--- src/rtl/ps2_rx_frame.sv ---
// PS/2 receive-only frame deserializer: synchronizes and glitch-filters the keyboard
// lines, assembles start/8 data/odd parity/stop frames and strobes out each good byte.
module ps2_rx_frame #(
  parameter int FILTER_LEN     = 8,
  parameter int TIMEOUT_CYCLES = 50_000
) (
  input  logic       CLOCK_50,
  input  logic       reset,
  input  logic       PS2_CLK,
  input  logic       PS2_DAT,
  output logic [7:0] scancode_out,
  output logic       scancode_valid,
  output logic       frame_error,
  output logic [7:0] frame_count,
  output logic       rx_busy
);

  localparam int                FCNT_W    = $clog2(FILTER_LEN);
  localparam logic [FCNT_W-1:0] FILT_LAST = FCNT_W'(FILTER_LEN - 1);
  localparam logic [FCNT_W-1:0] FILT_ONE  = FCNT_W'(1);
  localparam int                TCNT_W    = $clog2(TIMEOUT_CYCLES);
  localparam logic [TCNT_W-1:0] TMO_LAST  = TCNT_W'(TIMEOUT_CYCLES - 1);
  localparam logic [TCNT_W-1:0] TMO_ONE   = TCNT_W'(1);

  typedef enum logic [0:0] {
    ST_IDLE    = 1'b0,
    ST_RECEIVE = 1'b1
  } state_t;

  // Odd parity over data plus parity bit, qualified by a high stop bit.
  function automatic logic frame_good(input logic [7:0] data,
                                      input logic       par,
                                      input logic       stop);
    return ((^data) ^ par) & stop;
  endfunction

  logic              clk_meta_r;
  logic              clk_sync_r;
  logic              dat_meta_r;
  logic              dat_sync_r;
  logic [FCNT_W-1:0] filt_cnt_r;
  logic              clk_filt_r;
  logic              clk_filt_d_r;
  logic              fall_r;

  state_t            state_r;
  state_t            state_nxt_s;
  logic [3:0]        bit_idx_r;
  logic [3:0]        bit_idx_nxt_s;
  logic [7:0]        shreg_r;
  logic [7:0]        shreg_nxt_s;
  logic              parity_r;
  logic              parity_nxt_s;
  logic [TCNT_W-1:0] idle_cnt_r;
  logic [TCNT_W-1:0] idle_cnt_nxt_s;
  logic              valid_nxt_s;
  logic              err_nxt_s;

  // Two-flop synchronizers for both raw lines; idle-high reset avoids a false edge.
  always_ff @(posedge CLOCK_50 or posedge reset) begin
    if (reset) begin
      clk_meta_r <= 1'b1;
      clk_sync_r <= 1'b1;
      dat_meta_r <= 1'b1;
      dat_sync_r <= 1'b1;
    end else begin
      clk_meta_r <= PS2_CLK;
      clk_sync_r <= clk_meta_r;
      dat_meta_r <= PS2_DAT;
      dat_sync_r <= dat_meta_r;
    end
  end

  // Clock filter: level follows clk_sync only after FILTER_LEN consecutive differing samples.
  always_ff @(posedge CLOCK_50 or posedge reset) begin
    if (reset) begin
      filt_cnt_r <= {FCNT_W{1'b0}};
      clk_filt_r <= 1'b1;
    end else if (clk_sync_r == clk_filt_r) begin
      filt_cnt_r <= {FCNT_W{1'b0}};
    end else if (filt_cnt_r == FILT_LAST) begin
      filt_cnt_r <= {FCNT_W{1'b0}};
      clk_filt_r <= clk_sync_r;
    end else begin
      filt_cnt_r <= filt_cnt_r + FILT_ONE;
    end
  end

  // Registered falling-edge pulse of the filtered clock.
  always_ff @(posedge CLOCK_50 or posedge reset) begin
    if (reset) begin
      clk_filt_d_r <= 1'b1;
      fall_r       <= 1'b0;
    end else begin
      clk_filt_d_r <= clk_filt_r;
      fall_r       <= clk_filt_d_r & ~clk_filt_r;
    end
  end

  // FSM state register.
  always_ff @(posedge CLOCK_50 or posedge reset) begin
    if (reset) begin
      state_r <= ST_IDLE;
    end else begin
      state_r <= state_nxt_s;
    end
  end

  // Next-state, frame assembly and pulse decisions.
  always_comb begin
    state_nxt_s    = state_r;
    bit_idx_nxt_s  = bit_idx_r;
    shreg_nxt_s    = shreg_r;
    parity_nxt_s   = parity_r;
    idle_cnt_nxt_s = idle_cnt_r;
    valid_nxt_s    = 1'b0;
    err_nxt_s      = 1'b0;
    case (state_r)
      ST_IDLE: begin
        idle_cnt_nxt_s = {TCNT_W{1'b0}};
        if (fall_r) begin
          if (!dat_sync_r) begin
            state_nxt_s   = ST_RECEIVE;
            bit_idx_nxt_s = 4'd1;
            shreg_nxt_s   = 8'h00;
          end else begin
            err_nxt_s = 1'b1;
          end
        end else begin
          state_nxt_s = ST_IDLE;
        end
      end
      ST_RECEIVE: begin
        if (fall_r) begin
          idle_cnt_nxt_s = {TCNT_W{1'b0}};
          bit_idx_nxt_s  = bit_idx_r + 4'd1;
          case (bit_idx_r)
            4'd1, 4'd2, 4'd3, 4'd4, 4'd5, 4'd6, 4'd7, 4'd8: begin
              shreg_nxt_s[bit_idx_r[2:0] - 3'd1] = dat_sync_r;
            end
            4'd9: begin
              parity_nxt_s = dat_sync_r;
            end
            4'd10: begin
              state_nxt_s   = ST_IDLE;
              bit_idx_nxt_s = 4'd0;
              if (frame_good(shreg_r, parity_r, dat_sync_r)) begin
                valid_nxt_s = 1'b1;
              end else begin
                err_nxt_s = 1'b1;
              end
            end
            default: begin
              state_nxt_s   = ST_IDLE;
              bit_idx_nxt_s = 4'd0;
              err_nxt_s     = 1'b1;
            end
          endcase
        end else if (idle_cnt_r == TMO_LAST) begin
          // Line went quiet mid-frame: drop the partial byte.
          state_nxt_s    = ST_IDLE;
          bit_idx_nxt_s  = 4'd0;
          shreg_nxt_s    = 8'h00;
          idle_cnt_nxt_s = {TCNT_W{1'b0}};
          err_nxt_s      = 1'b1;
        end else begin
          idle_cnt_nxt_s = idle_cnt_r + TMO_ONE;
        end
      end
      default: begin
        state_nxt_s    = ST_IDLE;
        bit_idx_nxt_s  = 4'd0;
        idle_cnt_nxt_s = {TCNT_W{1'b0}};
      end
    endcase
  end

  // Frame datapath registers.
  always_ff @(posedge CLOCK_50 or posedge reset) begin
    if (reset) begin
      bit_idx_r  <= 4'd0;
      shreg_r    <= 8'h00;
      parity_r   <= 1'b0;
      idle_cnt_r <= {TCNT_W{1'b0}};
    end else begin
      bit_idx_r  <= bit_idx_nxt_s;
      shreg_r    <= shreg_nxt_s;
      parity_r   <= parity_nxt_s;
      idle_cnt_r <= idle_cnt_nxt_s;
    end
  end

  // Registered outputs; the byte and its strobe update together.
  always_ff @(posedge CLOCK_50 or posedge reset) begin
    if (reset) begin
      scancode_out   <= 8'h00;
      scancode_valid <= 1'b0;
      frame_error    <= 1'b0;
      frame_count    <= 8'h00;
      rx_busy        <= 1'b0;
    end else begin
      scancode_valid <= valid_nxt_s;
      frame_error    <= err_nxt_s;
      rx_busy        <= (state_nxt_s == ST_RECEIVE);
      if (valid_nxt_s) begin
        scancode_out <= shreg_r;
        frame_count  <= frame_count + 8'd1;
      end else begin
        scancode_out <= scancode_out;
        frame_count  <= frame_count;
      end
    end
  end

endmodule

--- config.mk ---
export PLATFORM = sky130hd
export DESIGN_NAME = ps2_rx_frame
export DESIGN_NICKNAME = d
export VERILOG_FILES = /design/src/rtl/ps2_rx_frame.sv
export SDC_FILE = /design/constraint.sdc
export NUM_CORES = 1
export LEC_CHECK = 0
export BUFFER_PORTS_ARGS = -buffer_cell sky130_fd_sc_hd__buf_4
export CAP_MARGIN = 0
export CORE_UTILIZATION = 63
export CTS_CLUSTER_DIAMETER = 40
export CTS_CLUSTER_SIZE = 24
export DETAILED_ROUTE_END_ITERATION = 10
export GPL_ROUTABILITY_DRIVEN = 0
export PLACE_DENSITY_LB_ADDON = 0.3
export SETUP_SLACK_MARGIN = 0.05
export SYNTH_ARGS = -nofsm -noshare
export SYNTH_HDL_FRONTEND = slang
export SYNTH_SLANG_ARGS = --single-unit
--- constraint.sdc ---
create_clock -name CLOCK_50 -period 3.64 [get_ports CLOCK_50]
set_input_delay 0.182 -clock CLOCK_50 [delete_from_list [all_inputs] [get_ports CLOCK_50]]
set_output_delay 0.182 -clock CLOCK_50 [all_outputs]
set_load 0.005 [all_outputs]
==> summary.txt <==
Hold path
  – Hold WC Path Type: reg2reg

Worst setup path
  – Reg2Reg Setup Slack: 1.07 ns
  – Slowest-stage cell, CP: mux2i_2
  – Critical Path Start Type: flop
  – Setup crit end kind: flop
  – Sequence of cells on the critical path: inv_1 > ha_1 > nand3b_1 > nor3_1 > mux2i_2 > inv_2 > nand4_1 > xnor2_1
  – Critical path arrival: 2.83 ns
  – CP Max Fanout: 14
  – Top cell family by delay on the critical path: multiplexers
  – CP peak stage delay: between 0.7 and 0.8 ns
  – Worst EP required: 3.90 ns
  – WP buf/inv: 2
  – Kind of critical path: reg2reg

Route
  – 1st-iter DRT viols: 171
  – Drt total wl: 5201 µm
  – Detailed-route via count: 1,965
  – Number of remaining DRC errors: 0
  – Routed len/inst: between 15 and 20 µm
  – DR vias/cell: between 5 and 6
  – DR pass1 iterations: 4
  – Post-route ant nets: 0

Synth
  – Synth Area per Inst: 10.95 µm²
  – Synth Area in XOR/XNOR: 9.846%
  – Ys async rst share: 100.0%
  – Syn Inst Count: 253
  – Post-Synth Adder-Cell Area: 3.613%
  – Synth Area in Compound Gates: between 8 and 9%
  – Synth cell types: 44
  – Largest family of logic cells by synthesized area: simple AND/OR/NAND/NOR gates
  – Mapped Area: 2770 µm²
  – #FFs+latches synth: between 50 and 60
  – Top FF cell, synth: dfrtp_1
  – Yosys Warn Count: 0
  – EDFF count, synth: 0
  – Multiplexer share of the synthesized area: under 10%
  – Post-Synth Simple-Gate Area: 17.62%
  – Post-synth net total: ~270
  – Register area share after synthesis: 52.66%

GRT
  – Grt ovf: 0
  – Largest net degree at the start of global routing: 36
  – Antenna violations before repair: 0
  – Gr usage total: 26.06%
  – Vias in the first global route: 1,909
  – First-pass GRT wire length: 8590 µm

Clock network
  – Num CTS Buffers: 9
  – Clk slew on worst S/H paths: 0.07 ns
  – H-tree levels: 3
  – CTS tree: done
  – Cts repair resizes: 0
  – Maximum clock path buffer count: 2
  – Post-CTS setup buffer count: 0
  – Clock Sinks: 58
  – Worst-Skew Late Latency: 0.34 ns
  – Clock root buffer: clkbuf_8
  – # hold bufs at CTS: 3

STA
  – Slew Viols, Final: 0
  – Rel. slew slack: 40.02%
  – Clock period minus worst slack: 2.574 ns
  – TNS Setup: 0 ns
  – Tightest Pin Transition: approximately 0.88 ns
  – RSZ-0062 raised after global routing: false
  – Final setup viols: 0
  – Period utilisation layout: 70.72%
  – Hold_ws: 0.3592 ns
  – Final hold viol count: 0
  – Final Skew: 0.01602 ns
  – Fmax: 0.3884 GHz

Pwr
  – Power density cells: 500.1 nW/µm²
  – VDD IR-drop max: around 0.39 mV
  – Leak: 1.473 nW
  – Total power: 1.591 mW

Flow run
  – Max-Cap Viols: 0

Floorplan
  – Die H: 68.31 µm
  – DIE WIDTH: 68.31 µm
  – Die area: between 4000 and 5000 µm²
  – IO Pins: 23
  – Initial Utilization: between 60% and 70%
  – Rows: 23
  – Core footprint: 4115 µm²

Layout
  – Post-Layout Cell Count: between 300 and 400
  – Layout cells sized above 1: between 20% and 30%
  – NumNets Final: slightly below 300
  – Layout area overhead: 14.86%
  – Fin util: 77.32%
  – # diodes: 0

Placement
  – Port Buffers: 22
  – Hpwl dp: 3502 µm
  – DP Cell Count: approximately 320

Outcome
  – Status: completed
[metal layers]
metal  wire [µm]  global-route usage, %  vias to the layer above
met5           0                      0                        -
met4          82                  11.72                        0
met3         242                  8.000                       10
met2        2563                  42.65                       60
met1        2312                  31.40                      953
li1            -                      -                      942
[logic make-up (layout without fill, tap and decap cells)]
family,Yosys count,in the layout
flip-flops,58,58
adder cells (fa/ha/maj),8,8
AO/OA/AOI/OAI,36,36
XOR/XNOR,28,28
multiplexers,11,11
buffers and inverters,18,51
AND/OR/NAND/NOR,94,94
[Yosys cell counts (2+ instances only)]
cell type | instances | area (µm²)
buf_4 | 2 | 15.01
buf_2 | 3 | 15.01
a22o_1 | 3 | 26.28
o21bai_1 | 5 | 37.54
inv_1 | 8 | 30.03
xnor3_1 | 2 | 45.04
nand4_1 | 4 | 25.02
nor3b_1 | 2 | 15.01
nor2b_1 | 2 | 12.51
mux2_2 | 10 | 112.6
ha_1 | 8 | 100.1
a32o_1 | 2 | 20.02
nand3_1 | 12 | 60.06
nor2_1 | 27 | 101.4
nor3_1 | 7 | 35.03
o21ai_0 | 11 | 55.05
nand2_1 | 16 | 60.06
nor4_1 | 6 | 37.54
and2_1 | 4 | 25.02
and3_1 | 2 | 12.51
a21oi_1 | 9 | 45.04
dfrtp_1 | 52 | 1301
nand2b_1 | 3 | 18.77
xor2_1 | 12 | 105.1
clkbuf_1 | 3 | 11.26
dfstp_2 | 6 | 157.7
or4bb_1 | 2 | 22.52
xnor2_1 | 14 | 122.6
[final timing paths]
check,from,endpoint,depth (start not counted)
max,bit_idx_r[0]$_DFFE_PP0P_,frame_count[7]$_DFFE_PP0P_,8
min,clk_meta_r$_DFF_PP1_,clk_sync_r$_DFF_PP1_,0
max reg2reg,bit_idx_r[0]$_DFFE_PP0P_,frame_count[7]$_DFFE_PP0P_,8
min reg2reg,clk_meta_r$_DFF_PP1_,clk_sync_r$_DFF_PP1_,0
max in group asynchronous,reset,clk_filt_r$_DFFE_PP1P_,4
min in group asynchronous,reset,frame_count[2]$_DFFE_PP0P_,3
[power by group]
| part | total, mW | internal, mW | switching (mW) | leakage, nW |
|---|---|---|---|---|
| logic | 0.251 | 0.0967 | 0.155 | 0.586 |
| clock network | 0.586 | 0.352 | 0.235 | 0.103 |
| registers | 0.754 | 0.702 | 0.0517 | 0.784 |
[area by class of cell]
| class | instances | area, µm² |
|---|---|---|
| Clock buffer | 13 | 158.9 |
| Clock inverter | 3 | 40.04 |
| Fill cell | 267 | 933.4 |
| Inverter | 9 | 33.78 |
| Multi-Input combinational cell | 177 | 1225 |
| Sequential cell | 58 | 1459 |
| Tap cell | 50 | 62.56 |
| Timing Repair Buffer | 26 | 202.7 |
[per-stage QoR]
stage,worst slack (ns),instance area [µm²]
after floorplan,1.457,2770
after global placement,1.247,2953
after detailed placement,1.097,2953
after CTS,1.078,3182
after global routing,0.8114,3182
final,1.066,3182
[worst register-to-register path, stage by stage (launching register included)]
cell      delay, ns
dfrtp_1        0.58
inv_1          0.21
ha_1           0.28
nand3b_1       0.16
nor3_1         0.09
mux2i_2        0.71
inv_2          0.18
nand4_1        0.17
xnor2_1        0.13
[flip-flops by register name, summed over array words and instances (netlist names)]
register        flops
shreg_r             8
clk_filt_d_r        1
scancode_valid      1
bit_idx_r           4
parity_r            1
dat_sync_r          1
clk_filt_r          1
clk_sync_r          1
fall_r              1
frame_count         8
idle_cnt_r         16
rx_busy             1
clk_meta_r          1
frame_error         1
filt_cnt_r          3
scancode_out        8
dat_meta_r          1
[layout by cell type, fill, tap and decap left out, drive strengths merged, types with 2 or more instances in the layout]
| cell | synthesis | final |
|---|---|---|
| dlygate4sd3 | 0 | 3 |
| a32o | 2 | 2 |
| nor2b | 2 | 2 |
| and3 | 2 | 2 |
| xor2 | 12 | 12 |
| or3 | 2 | 2 |
| nand4 | 4 | 4 |
| nor3b | 2 | 2 |
| nand3 | 12 | 12 |
| a22o | 4 | 4 |
| nor3 | 7 | 7 |
| ha | 8 | 8 |
| and4 | 2 | 2 |
| inv | 9 | 9 |
| nand2 | 16 | 16 |
| a21oi | 9 | 9 |
| mux2 | 10 | 10 |
| xnor2 | 14 | 14 |
| nor2 | 27 | 27 |
| o21bai | 5 | 5 |
| dfstp | 6 | 6 |
| nor4 | 7 | 7 |
| buf | 6 | 23 |
| and2 | 4 | 4 |
| xnor3 | 2 | 2 |
| or4bb | 2 | 2 |
| clkinv | 0 | 2 |
| nand2b | 3 | 3 |
| dfrtp | 52 | 52 |
| o21ai | 11 | 11 |
| clkbuf | 3 | 13 |
(Power assumes the default switching activity.)
